[config.mk]
export PLATFORM = sky130hd
export DESIGN_NAME = flick_conditioner
export DESIGN_NICKNAME = d
export VERILOG_FILES = /design/src/rtl/flick_pkg.sv /design/src/rtl/sync_2ff.sv /design/src/rtl/flick_conditioner.sv
export SDC_FILE = /design/constraint.sdc
export NUM_CORES = 1
export LEC_CHECK = 0
export CAP_MARGIN = 0
export CORE_ASPECT_RATIO = 0.9
export CORE_MARGIN = 5
export CORE_UTILIZATION = 57
export DETAILED_ROUTE_END_ITERATION = 10
export GPL_ROUTABILITY_DRIVEN = 1
export PLACE_DENSITY = 0.83
export REMOVE_ABC_BUFFERS = 1
export SYNTH_ARGS = -nofsm -noshare
export SYNTH_HDL_FRONTEND = slang
export SYNTH_HIERARCHICAL = 1
export SYNTH_SLANG_ARGS = --single-unit
[constraint.sdc]
create_clock -name clk -period 2.63 [get_ports clk]
set_input_delay 0.789 -clock clk [delete_from_list [all_inputs] [get_ports clk]]
set_output_delay 0.789 -clock clk [all_outputs]
set_load 0.05 [all_outputs]
[src/rtl/flick_pkg.sv]
`default_nettype none
// ============================================================================
// Module   : flick_pkg
// Purpose  : Shared state encoding and default timing constants for the
//            button conditioner.
// Revision : 1.0 - initial release
// ============================================================================
package flick_pkg;

    typedef enum logic [1:0] {
        IDLE         = 2'd0,
        PRESS_WAIT   = 2'd1,
        PRESSED      = 2'd2,
        RELEASE_WAIT = 2'd3
    } state_t;

    localparam int DEF_DEBOUNCE_CYCLES = 4;
    localparam int DEF_LONG_CYCLES     = 64;
    localparam int DEF_CNT_W           = 8;

endpackage : flick_pkg
`default_nettype wire

[src/rtl/sync_2ff.sv]
`default_nettype none
// ============================================================================
// Module   : sync_2ff
// Purpose  : 1-bit two-flop synchronizer for asynchronous board inputs.
// Revision : 1.0 - initial release
// ============================================================================
module sync_2ff (
    input  logic clk,
    input  logic rst,
    input  logic i_d,
    output logic o_q
);

    logic r_meta;
    logic r_sync;

    always_ff @(posedge clk) begin
        if (rst) begin
            r_meta <= 1'b0;
            r_sync <= 1'b0;
        end else begin
            r_meta <= i_d;
            r_sync <= r_meta;
        end
    end

    assign o_q = r_sync;

endmodule : sync_2ff
`default_nettype wire

[src/rtl/flick_conditioner.sv]
`default_nettype none
// ============================================================================
// Module   : flick_conditioner
// Purpose  : Debounces a raw push-button into a one-cycle flick pulse, a
//            debounced level, a long-press pulse and a wrapping press count.
// Revision : 1.0 - initial release
// ============================================================================
module flick_conditioner
    import flick_pkg::*;
#(
    parameter int DEBOUNCE_CYCLES = DEF_DEBOUNCE_CYCLES,
    parameter int LONG_CYCLES     = DEF_LONG_CYCLES,
    parameter int CNT_W           = DEF_CNT_W
) (
    input  logic       clk,
    input  logic       reset,
    input  logic       btn_raw,
    output logic       flick,
    output logic       btn_level,
    output logic       long_press,
    output logic [7:0] press_cnt,
    output logic [1:0] current_state
);

    localparam logic [CNT_W-1:0] c_DEB_LAST  = CNT_W'(DEBOUNCE_CYCLES - 1);
    localparam logic [CNT_W-1:0] c_LONG      = CNT_W'(LONG_CYCLES);
    localparam logic [CNT_W-1:0] c_LONG_LAST = CNT_W'(LONG_CYCLES - 1);

    logic             w_btn_sync;
    state_t           r_state;
    logic [CNT_W-1:0] r_deb_cnt;
    logic [CNT_W-1:0] r_hold_cnt;
    logic             r_flick;
    logic             r_level;
    logic             r_long;
    logic [7:0]       r_press_cnt;

    sync_2ff u_sync (
        .clk (clk),
        .rst (reset),
        .i_d (btn_raw),
        .o_q (w_btn_sync)
    );

    always_ff @(posedge clk) begin
        if (reset) begin
            r_state     <= IDLE;
            r_deb_cnt   <= '0;
            r_hold_cnt  <= '0;
            r_flick     <= 1'b0;
            r_level     <= 1'b0;
            r_long      <= 1'b0;
            r_press_cnt <= 8'd0;
        end else begin
            r_flick <= 1'b0;
            r_long  <= 1'b0;

            // Hold timer spans release bounces so a brief dip does not restart it
            if ((r_state == PRESSED || r_state == RELEASE_WAIT) && (r_hold_cnt < c_LONG)) begin
                r_hold_cnt <= r_hold_cnt + 1'b1;
                r_long     <= (r_hold_cnt == c_LONG_LAST);
            end

            case (r_state)
                IDLE: begin
                    if (w_btn_sync) begin
                        r_state   <= PRESS_WAIT;
                        r_deb_cnt <= '0;
                    end
                end
                PRESS_WAIT: begin
                    if (!w_btn_sync) begin
                        r_state <= IDLE;
                    end else if (r_deb_cnt == c_DEB_LAST) begin
                        r_state     <= PRESSED;
                        r_flick     <= 1'b1;
                        r_level     <= 1'b1;
                        r_press_cnt <= r_press_cnt + 8'd1;
                        r_hold_cnt  <= '0;
                    end else begin
                        r_deb_cnt <= r_deb_cnt + 1'b1;
                    end
                end
                PRESSED: begin
                    if (!w_btn_sync) begin
                        r_state   <= RELEASE_WAIT;
                        r_deb_cnt <= '0;
                    end
                end
                RELEASE_WAIT: begin
                    if (w_btn_sync) begin
                        r_state <= PRESSED;
                    end else if (r_deb_cnt == c_DEB_LAST) begin
                        r_state <= IDLE;
                        r_level <= 1'b0;
                    end else begin
                        r_deb_cnt <= r_deb_cnt + 1'b1;
                    end
                end
                default: r_state <= IDLE;
            endcase
        end
    end

    assign flick         = r_flick;
    assign btn_level     = r_level;
    assign long_press    = r_long;
    assign press_cnt     = r_press_cnt;
    assign current_state = r_state;

endmodule : flick_conditioner
`default_nettype wire
### After elaboration in Yosys (flattened, before gate mapping)

Index checks and enable logic that the tools add are counted.

| storage, ports and cells | value |
|---|---|
| bits in registers | 31 |
| latch bits | 0 |
| memory bits (writable) | 0 |
| memory bits (read-only) | 0 |
| bits of input ports | 3 |
| output and inout bits | 13 |
| word-level logic and storage cells | 62 |
| memories kept | 0 |

| operators by class | value |
|---|---|
| $add $sub $neg | 3 |
| $mul | 0 |
| div/mod/pow operators | 0 |
| magnitude comparators | 1 |
| equality and inequality tests | 13 |
| shifts and indexed selects | 0 |
| muxes and demuxes | 23 |
| bitwise logic cells | 3 |
| reduce and logical (&&, ||, !) cells | 10 |

Operator list:

| kind | count |
|---|---|
| $mux 8 | 9 |
| $pmux 8 s4 | 1 |
| $add 8x1->8 const B | 3 |
| $mux 2 | 6 |
| $eq 8x2->1 const B | 1 |
| $eq 8x6->1 const B | 1 |
| $lt 8x7->1 const B | 1 |
| $pmux 2 s4 | 1 |
| $reduce_and 4->1 | 2 |
| $ne 2x1->1 const B | 3 |
| $ne 2x2->1 const B | 3 |
| $mux 1 | 5 |
| $reduce_and 5->1 | 1 |
| $eq 2x2->1 const B | 2 |
| $ne 3x1->1 const B | 1 |
| $ne 3x3->1 const B | 1 |
| $not 1->1 | 3 |
| $reduce_and 3->1 | 1 |
| $reduce_or 3->1 | 1 |
| $eq 2x1->1 const B | 1 |
| $logic_not 2->1 | 1 |
| $pmux 1 s2 | 1 |
| $reduce_bool 2->1 | 1 |
| $reduce_or 2->1 | 1 |
| 2 further kinds | 2 |

### Logic depth before layout (Yosys ltp)

| logic depth | value |
|---|---|
| word-level depth | 7 |
| mapped depth | 6 |
| mapped depth without buffers | 5 |

### Modules after synthesis

The synthesis kept the hierarchy.

By module, submodules not included:

| module | times used | cells an instance | area each (µm²) | seq. area each (µm²) |
|---|---|---|---|---|
| flick_conditioner | 1 | 134 | 1242.4 | 580.6 |
| sync_2ff | 1 | 4 | 52.6 | 40.0 |

### Worst setup path after synthesis

Ideal clock, no wire load.

| path | value |
|---|---|
| kind | register -> register |
| start | register r_state[0] (netlist: current_state[0]) |
| end | register r_press_cnt[6] (netlist: press_cnt[6]) |
| setup time | 70 ps |
| arrival time | 1663 ps |
| data required time | 2560 ps |
| setup slack | 897 ps |
| stages on the path, launching flop included | 5 |
| path buffers | 0 |
| path through | dfxtp_1 -> and4bb_2 -> nand4_1 -> or3_1 -> a21oi_1 |

| between the ends | value |
|---|---|
| longest elaborated chain between the ends | 2 |

Ends and longest elaborated chain:

| what | RTL line | text |
|---|---|---|
| from (decl) | flick_conditioner.sv:30 | `state_t r_state;` |
| from (signal assigned) | flick_conditioner.sv:47 | `r_state <= IDLE;` |
| from (signal assigned) | flick_conditioner.sv:67 | `r_state <= PRESS_WAIT;` |
| from (signal assigned) | flick_conditioner.sv:73 | `r_state <= IDLE;` |
| $eq 2x1->1 | flick_conditioner.sv:64 | `case (r_state)` |
| $reduce_and 3->1 (no source line) | n/a |  |
| to (signal assigned) | flick_conditioner.sv:78 | `r_press_cnt <= r_press_cnt + 8'd1;` |
| to (decl) | flick_conditioner.sv:36 | `logic [7:0] r_press_cnt;` |

Every way passes these cells.
A chain may end at the register's enable or synchronous reset.

==> reports/metrics.cfg <==
[setup_path]
startpoint_type = flop
regToRegEndpoint = press_cnt[3]
worst-path-max-fanout = 8
cp_data_required_time_ns = 1.84
cp_num_buf_inv = 1
critPathMaxStageDelay_ns = 0.86
crit_arrival_ns = 1.65
regToRegStartpoint = r_deb_cnt[0]
criticalPathCategory = reg2out
timing.reg2reg.setup_slack_ns = 0.78
crit_family = buffers and inverters
crit_slowest_cell = clkdlybuf4s50_1
crit_path_end_kind = output port
crit_chain = clkdlybuf4s50_1
reg2reg_depth = 5

[clocking]
clock-sinks = 31
cts_buffers = 5
clockBufferDepth = 2
post_cts_resized = 0
hold_buffers = 0
root_buffer = clkbuf_4
post_cts_buffers = 0
clk_pin_slew_worst_paths_ns = 0.08
insertion_delay_ns = 0.32
cts_tree = built
htreeDepth = 2

[timing]
finalSetupTns_ns = 0
timing.hold.ws_ns = 0.457
layout_worst_path_cycle_share_pct = 92.8
fin_worst_skew_ns = 0.00385
hold_viol_final = 0
period_minus_slack_ns = 2.44
drv_slew = 0
finalSetupViolCount = 0
worst_pin_slew_ns = 0.509
relSlewSlack_pct = 66.0
grt_setup_unrepaired = false
max_freq_ghz = 0.410

[cells_and_area]
fillers = 166
nNetsFinal = 165
fin_cells = 185
seqCellArea_um2 = 621
fin_util_pct = 69.8
multi_input_area_um2 = 651
diodes = 0
drive_above_1_share_pct = 6.96
synthToLayoutAreaGrowth_pct = 17.6

[power_and_ir_drop]
ir_worst_vdd_v = 0.000446
leakage_nw = 0.552
power.density_nw_per_um2 = 495

[grt]
grt_max_degree = 10
grt_pass1_vias = 973
gr-usage-met1_pct = 22.4
grtUsageMet3_pct = 4.90
grt_remaining_overflow = 0
grtUsageTotal_pct = 17.7
grt_antenna_before_repair = 0
grt-busiest-layer = met2
grt_pass1_wl_um = 4460
met2_usage_pct = 26.5

[logic_synthesis]
syn-cell-area_um2 = 1290
synthCells = 138
synth.avg_cell_area_um2 = 9.38
synth_seq_cells = 31
yosys_warnings = 6
synth_cell_types = 28
synth_seq_area_share_pct = 47.9

[routing]
routed_wl_um = 2500
dr_total_vias = 1040
drtAntennaViolNets = 0
viasPerCell = 5.62
drt_iter0_markers = 53
drcViolationCount = 0
dr.pass1.iters = 5
wl_per_cell_um = 13.5

[floorplanning]
coreArea_um2 = 2180
floorplan.rows = 16
die-area_um2 = 3330
die_h_um = 55.2
fp.dieW_um = 60.2
ios = 16
start_util_pct = 59.3

[run]
cap_violations = 0

[placed_design]
io_buffers = 15
dp_cells = 179
place_congestion = 0.751
dpl.hpwl_um = 1810

[worst_hold_path]
hp-start = u_sync/r_meta
hold_depth = 1
worstHoldEndpoint = u_sync/o_q
hold_class = reg2reg

[run_status]
status = completed

==> worst max-delay path by stage <==
| stage | startpoint | end | slack [ns] | depth (start not counted) |
|---|---|---|---|---|
| after floorplan | current_state[0] | press_cnt[6] | 0.90 | 4 |
| after global placement | flop | current_state[1] | 0.55 | 1 |
| after detailed placement | flop | current_state[1] | 0.53 | 1 |
| after CTS | flop | current_state[1] | 0.18 | 1 |
| after global routing | flop | current_state[1] | 0.13 | 1 |
| final | flop | current_state[1] | 0.19 | 1 |
==> through the flow <==
| stage | cell area (um^2) | worst slack [ns] | total power [mW] |
|---|---|---|---|
| 6_report | 1520 | 0.188 | 0.753 |
| 5_1_grt | 1520 | 0.130 | 0.780 |
| 4_1_cts | 1520 | 0.177 | 0.758 |
| 3_5_place_dp | 1480 | 0.534 | 0.521 |
| 3_3_place_gp | 1480 | 0.555 | 0.520 |
| 2_1_floorplan | 1280 | 0.897 | 0.505 |
==> power by group <==
part	switching (mW)	total, mW	leakage, nW	internal [mW]
registers	0.00381	0.477	0.250	0.473
logic	0.0201	0.0329	0.278	0.0128
clock network	0.149	0.244	0.0242	0.0949
==> cells by family after synthesis <==
logic type / after synthesis / synth area share, %
buffers and inverters: 6 / 1.84
adders and majority gates: 3 / 2.90
AOI/OAI and AO/OA: 18 / 7.54
muxes: 3 / 2.32
xor gates and xnor gates: 15 / 10.1
DFF: 31 / 47.9
and+or+nand+nor: 62 / 27.3
==> layout by cell type, fill, tap and decap left out, drive strengths merged <==
cell type / synthesis / routed
a21oi: 9 / 9
a311oi: 1 / 1
a31oi: 1 / 1
and2: 1 / 1
and3: 3 / 3
and4b: 1 / 1
and4bb: 1 / 1
buf: 0 / 2
clkbuf: 3 / 6
clkdlybuf4s50: 0 / 15
dfxtp: 31 / 31
ha: 3 / 3
inv: 3 / 3
mux2i: 3 / 3
nand2: 9 / 9
nand2b: 1 / 1
nand3: 4 / 4
nand4: 10 / 10
nor2: 19 / 19
nor2b: 4 / 4
nor3b: 1 / 1
nor4: 1 / 1
nor4b: 2 / 2
o21ai: 6 / 6
o21bai: 1 / 1
or3: 5 / 5
xnor2: 5 / 5
xor2: 10 / 10
==> routing by layer <==
layer,up-vias,wire length [um]
li1,523,-
met1,491,1180
met2,17,1170
met3,9,88
met4,0,59
met5,-,0
==> area by class of cell <==
cell class,count,share of cell area (%)
Tap cell,27,2.22
Clock buffer,6,2.71
Timing Repair Buffer,17,10.8
Multi-Input combinational cell,101,42.7
Sequential cell,31,40.8
Inverter,3,0.740
==> registers in the layout, indices dropped and copies added, names as in the netlist, named ones only <==
signal and cells:
press_cnt 8, u_sync/o_q 1, long_press 1, current_state 1, flick 1, u_sync/r_meta 1, btn_level 1, r_deb_cnt 8
r_hold_cnt 8
==> worst reg2reg max path, stage by stage, from the launching register on <==
cell	delay (ns)
dfxtp_1	0.39
ha_1	0.26
and4bb_2	0.34
nand3_2	0.22
or3_1	0.41
a21oi_1	0.17
==> Yosys cell counts, drive strengths merged <==
| library cell | number | area (um^2) |
|---|---|---|
| inv | 3 | 11.3 |
| o21ai | 6 | 30.0 |
| and4b | 1 | 10.0 |
| nand2b | 1 | 6.26 |
| a31oi | 1 | 6.26 |
| a21oi | 9 | 45.0 |
| or3 | 5 | 31.3 |
| nor2b | 4 | 25.0 |
| nand4 | 10 | 62.6 |
| nand3 | 4 | 25.0 |
| and4bb | 1 | 12.5 |
| nand2 | 9 | 33.8 |
| xnor2 | 5 | 43.8 |
| nor4 | 1 | 21.3 |
| dfxtp | 31 | 621 |
| mux2i | 3 | 30.0 |
| nor3b | 1 | 12.5 |
| ha | 3 | 37.5 |
| xor2 | 10 | 87.6 |
| a311oi | 1 | 8.76 |
| and2 | 1 | 6.26 |
| nor4b | 2 | 17.5 |
| o21bai | 1 | 7.51 |
| nor2 | 19 | 71.3 |
| and3 | 3 | 18.8 |
| clkbuf | 3 | 12.5 |
No activity file was read; power rests on OpenSTA's default activity.
